### config.mk
export PLATFORM = sky130hd
export DESIGN_NAME = ps2_host_tx
export DESIGN_NICKNAME = d
export VERILOG_FILES = /design/src/rtl/ps2_host_tx.sv
export SDC_FILE = /design/constraint.sdc
export NUM_CORES = 1
export LEC_CHECK = 0
export CORE_MARGIN = 2
export CORE_UTILIZATION = 38
export CTS_CLUSTER_DIAMETER = 80
export CTS_CLUSTER_SIZE = 20
export DETAILED_ROUTE_END_ITERATION = 8
export PLACE_DENSITY_LB_ADDON = 0.12
export SYNTH_ARGS = -nofsm -noshare
export SYNTH_HDL_FRONTEND = slang
export SYNTH_SLANG_ARGS = --single-unit
### constraint.sdc
create_clock -name clk -period 1.5 [get_ports clk]
set_input_delay 0.15 -clock clk [delete_from_list [all_inputs] [get_ports clk]]
set_output_delay 0.15 -clock clk [all_outputs]
set_load 0.1 [all_outputs]
### src/rtl/ps2_host_tx.sv
// ps2_host_tx: host-to-device PS/2 command transmitter, open-drain pull-low enables.
// Optional watchdog: define PS2_TX_TIMEOUT_EN.
module ps2_host_tx #(
   parameter int unsigned INHIBIT_CYCLES = 12000,
   parameter int unsigned TIMEOUT_CYCLES = 2000000,
   parameter int unsigned FILTER_LEN     = 8
) (
   input  logic       clk,
   input  logic       rst,
   input  logic       tx_valid,
   input  logic [7:0] tx_data,
   input  logic       ps2_clk_in,
   input  logic       ps2_data_in,
   output logic       ps2_clk_oe,
   output logic       ps2_data_oe,
   output logic       tx_ready,
   output logic       tx_busy,
   output logic       tx_done,
   output logic       tx_error
);

`ifdef PS2_TX_TIMEOUT_EN
   localparam bit TO_EN = 1'b1;
`else
   localparam bit TO_EN = 1'b0;
`endif

   localparam int IW = $clog2(INHIBIT_CYCLES + 1);
   localparam int FW = $clog2(FILTER_LEN + 1);
   localparam int TW = $clog2(TIMEOUT_CYCLES + 1);

   typedef enum logic [2:0] {
      IDLE,
      INHIBIT,
      RELEASE,
      SHIFT,
      ACK,
      WAIT_IDLE
   } state_t;

   state_t state, state_n;

   logic [1:0]    clk_sync;
   logic [1:0]    dat_sync;
   logic          clk_s;
   logic          dat_s;
   logic          clk_f;
   logic [FW-1:0] flt_cnt;
   logic          fall;

   logic [IW-1:0] inh_cnt, inh_n;
   logic [3:0]    bit_cnt, bit_n;
   logic [9:0]    frame, frame_n;
   logic [TW-1:0] wd_cnt, wd_n;
   logic          clk_oe_q, clk_oe_n;
   logic          data_oe_q, data_oe_n;
   logic          done, err;
   logic          wd_on;
   logic          wd_hit;

   assign clk_s = clk_sync[1];
   assign dat_s = dat_sync[1];

   // Clock level must differ for FILTER_LEN samples in a row to be taken.
   always_ff @(posedge clk) begin
      if (rst) begin
         clk_sync <= 2'b11;
         dat_sync <= 2'b11;
         clk_f    <= 1'b1;
         flt_cnt  <= '0;
         fall     <= 1'b0;
      end else begin
         clk_sync <= {clk_sync[0], ps2_clk_in};
         dat_sync <= {dat_sync[0], ps2_data_in};
         fall     <= 1'b0;
         if (clk_s == clk_f) begin
            flt_cnt <= '0;
         end else if (flt_cnt == FW'(FILTER_LEN - 1)) begin
            clk_f   <= clk_s;
            flt_cnt <= '0;
            fall    <= clk_f;
         end else begin
            flt_cnt <= flt_cnt + FW'(1);
         end
      end
   end

   assign wd_on  = (state != IDLE) && (state != INHIBIT);
   assign wd_hit = TO_EN && wd_on &&
                   (wd_cnt == TW'(TIMEOUT_CYCLES));

   always_comb begin
      state_n   = state;
      inh_n     = inh_cnt;
      bit_n     = bit_cnt;
      frame_n   = frame;
      clk_oe_n  = clk_oe_q;
      data_oe_n = data_oe_q;
      wd_n      = wd_cnt;
      done      = 1'b0;
      err       = 1'b0;
      if (wd_on) begin
         wd_n = wd_cnt + TW'(1);
      end
      unique case (state)
         IDLE: begin
            clk_oe_n  = 1'b0;
            data_oe_n = 1'b0;
            if (tx_valid) begin
               state_n  = INHIBIT;
               inh_n    = '0;
               clk_oe_n = 1'b1;
               frame_n  = {1'b1, ~^tx_data, tx_data};
            end
         end
         INHIBIT: begin
            inh_n = inh_cnt + IW'(1);
            wd_n  = '0;
            // Start bit goes low during the final inhibit cycle.
            if (inh_cnt == IW'(INHIBIT_CYCLES - 2)) begin
               data_oe_n = 1'b1;
            end
            if (inh_cnt == IW'(INHIBIT_CYCLES - 1)) begin
               state_n  = RELEASE;
               clk_oe_n = 1'b0;
            end
         end
         RELEASE: begin
            bit_n   = '0;
            state_n = SHIFT;
         end
         SHIFT: begin
            if (fall) begin
               data_oe_n = ~frame[0];
               frame_n   = {1'b1, frame[9:1]};
               bit_n     = bit_cnt + 4'd1;
               if (bit_cnt == 4'd9) begin
                  state_n = ACK;
               end
            end
         end
         ACK: begin
            if (fall) begin
               if (dat_s) begin
                  err     = 1'b1;
                  state_n = IDLE;
               end else begin
                  state_n = WAIT_IDLE;
               end
            end
         end
         WAIT_IDLE: begin
            if (clk_s && dat_s) begin
               done    = 1'b1;
               state_n = IDLE;
            end
         end
         default: begin
            state_n = IDLE;
         end
      endcase
      if (wd_hit) begin
         state_n   = IDLE;
         clk_oe_n  = 1'b0;
         data_oe_n = 1'b0;
         err       = 1'b1;
         done      = 1'b0;
      end
   end

   always_ff @(posedge clk) begin
      if (rst) begin
         state     <= IDLE;
         inh_cnt   <= '0;
         bit_cnt   <= '0;
         frame     <= '0;
         wd_cnt    <= '0;
         clk_oe_q  <= 1'b0;
         data_oe_q <= 1'b0;
      end else begin
         state     <= state_n;
         inh_cnt   <= inh_n;
         bit_cnt   <= bit_n;
         frame     <= frame_n;
         wd_cnt    <= wd_n;
         clk_oe_q  <= clk_oe_n;
         data_oe_q <= data_oe_n;
      end
   end

   assign ps2_clk_oe  = clk_oe_q;
   assign ps2_data_oe = data_oe_q;
   assign tx_ready    = (state == IDLE);
   assign tx_busy     = (state != IDLE);
   assign tx_done     = done;
   assign tx_error    = err;

endmodule

==> key figures <==
Run status
  – Status: finished with violations
  – Failing checks: setup timing

Worst setup path
  – Required @ worst endpoint: about 1.7 ns
  – Startpoint Class: register
  – Worst EP arrival: ~1.8 ns
  – Worst Setup End Kind: register
  – Critical path type: reg -> reg
  – Largest fanout on the critical path: 7

Drt
  – DRC: 0
  – Routed Antenna Nets: 0
  – Post-Route WL: about 5700 um
  – Total number of vias: 2137
  – DR pass1 iterations: 4
  – Initial DRC Count: between 90 and 100
  – Mean routed wirelength per cell: around 14 um
  – Vias per cell: 5.28

Clock tree
  – Total CTS buffers: 5
  – Clock Root Buffer: clkbuf_8
  – Clk Latency, worst-skew pair: ~0.31 ns
  – CTS tree: built
  – Clock Sinks: 43
  – Clock Pin Slew Worst Setup and Hold Paths: roughly 0.1 ns
  – CTS H-tree depth: 2
  – Bufs on Longest Clock Path: 2

Timing
  – Fin crit share: 105%
  – Slew headroom: 76.6%
  – Worst slew pin tran: 0.348 ns
  – Tmin final: around 1.6 ns
  – Total negative slack: -0.385 ns
  – FMAX: 0.633 GHz
  – Fin Clk Skew: between 0.015 and 0.02 ns
  – Setup slack after layout: -0.0805 ns
  – Max Slew Vio Count: 0
  – Fin. Hold Viols: 0
  – Finish-stage setup viols: 7
  – Unrepaired setup endpoints after global routing: true

Yosys
  – Number of synthesized flops with an enable pin: 0
  – Sequential area share after synthesis: about two fifths
  – Synth Flop Type: dfxtp_1
  – Syn_area_per_cell: between 8 and 9 um^2
  – Post-Syn Nets: roughly 280
  – Area of the mapped netlist: approximately 2200 um^2
  – Seq cells post-synth: between 40 and 50
  – Ys async rst share: 0%
  – Synth cell types: 56
  – Syn. warnings: 0
  – Post-Syn Instances: 263

Finish
  – Final Cell Area: 3320 um^2
  – Multi-input logic area: 1430 um^2
  – Post-layout util: 59.3%
  – Layout Nets: 350
  – Fillers: between 500 and 600
  – Area grow syn2layout: 48.2%
  – Ant. Diodes: 0
  – Sequential Area: between 800 and 900 um^2
  – Commonest non-fill, non-tap cell in the layout: buf_4
  – Commonest non-fill, non-tap cells in the layout: buf_4, dfxtp_1, nor2_1
  – Ratio of cells with drive above 1 in the final layout: between 30% and 40%

Global route
  – Largest net degree at the start of global routing: 34
  – Initial antenna violation count: 0
  – Total gr overflow: 0
  – First-pass GRT wire length: around 9400 um
  – Via count of the first global-routing pass: roughly 2100
  – Tot GR Track Use: ~18%

Floorplanning
  – Die Wd: 80.8 um
  – Num rows: 27
  – Total die area: about 6500 um^2
  – I/O Pins: 19
  – CORE AREA: 5610 um^2
  – Initial Util: between 30% and 40%
  – Die height: 80.8 um

Placement
  – Hpwl dp: ~3700 um
  – Routability Congestion: about 0.80
  – Placement Cell Area: a little under 3000 um^2
  – IO Port Bufs: 18

Hold path
  – Min-delay worst type: in -> reg

Pwr
  – Pleak: 1.28 nW
  – PwrDens: 792 nW/um^2
  – VDD IR max: ~0.00039 V

Job
  – Max-cap violation count: 0
-- per-layer routing --
metal	vias up	routed length, um	GRT usage, %
met1	1006	2740	25.0
met5	-	0	0
met3	8	204	3.78
met4	0	85	6.78
met2	30	2630	28.8
li1	1093	-	-
-- power breakdown --
group | internal [W] | switching, W | leakage (nW) | total, W
registers | 0.00118 | 0.0000311 | 0.357 | 0.00121
logic | 0.000244 | 0.000246 | 0.869 | 0.000490
clock network | 0.000496 | 0.000434 | 0.0581 | 0.000930
-- cell type report --
class | count | share of cell area, %
clock buffers | 5 | 2.07
clock inverters | 3 | 1.32
inverters | 6 | 0.904
multi-input cells | 198 | 43.1
flip-flops and latches | 43 | 26.6
well taps | 72 | 2.71
repair buffers | 78 | 23.3
-- stage by stage --
| step | cells | power (W) | setup WS (ns) | hold slack (ns) |
|---|---|---|---|---|
| floorplan | 263 | 0.00148 | -0.143 | 0.254 |
| global placement | 381 | 0.00166 | -0.263 | 0.392 |
| detailed placement | 381 | 0.00166 | -0.259 | 0.402 |
| CTS | 399 | 0.00262 | -0.102 | 0.402 |
| global route | 405 | 0.00275 | -0.131 | 0.430 |
| finish | 405 | 0.00263 | -0.0805 | 0.410 |
-- state kept, by name (all words and copies together) (netlist names) --
register	flops
inh_cnt	14
frame	10
bit_cnt	4
flt_cnt	4
state	3
clk_sync	2
dat_sync	2
clk_f	1
fall	1
ps2_clk_oe	1
ps2_data_oe	1
-- logic make-up (layout without fill, tap and decap cells) --
| group | Yosys count | after routing | synth area share, % |
|---|---|---|---|
| flops | 43 | 43 | 38.4 |
| compound gates | 60 | 60 | 18.9 |
| xor+xnor | 10 | 10 | 3.91 |
| mux | 4 | 4 | 1.90 |
| simple gates | 119 | 119 | 29.7 |
| buf+inv | 22 | 92 | 4.41 |
| fa+ha+maj | 5 | 5 | 2.79 |
-- final timing paths --
check	start	to	slack, ns	cells past startpoint
setup / recovery	state[0]	inh_cnt[11]	-0.08	5
hold / removal	ps2_clk_in	clk_sync[0]	0.41	2
setup reg to reg	state[0]	inh_cnt[11]	-0.08	5
hold reg to reg	dat_sync[0]	dat_sync[1]	0.42	1
-- cell usage after synthesis (3+ instances only) --
master | n | area share [%]
dfxtp_1 | 43 | 38
nor2_1 | 32 | 5.4
nand2_1 | 25 | 4.2
a21oi_1 | 15 | 3.3
nand3_1 | 14 | 3.1
a311oi_1 | 12 | 4.7
clkbuf_1 | 10 | 1.7
o21ai_0 | 9 | 2.0
xnor2_1 | 8 | 3.1
nand3b_1 | 7 | 2.3
nor3_1 | 7 | 1.6
inv_1 | 6 | 1.0
ha_1 | 5 | 2.8
or2_2 | 5 | 1.4
buf_2 | 4 | 0.89
a21o_1 | 3 | 1.0
and3_1 | 3 | 0.84
-- critical path, stage by stage, from the launching register on --
cell and delay (ns):
dfxtp_4 0.38, buf_4 0.15, or4b_4 0.56, nand3b_1 0.11
a31oi_1 0.04, a41o_1 0.21
-- what timing repair did --
action | 4_1_cts | 5_1_grt
hold buffers | 0 | 0
buffers inserted | 10 | 6
setup endpoints to repair | 19 | 26
resized for setup | 31 | 28
pin swaps | 9 | 13
Power figures use the tool's default switching activity.
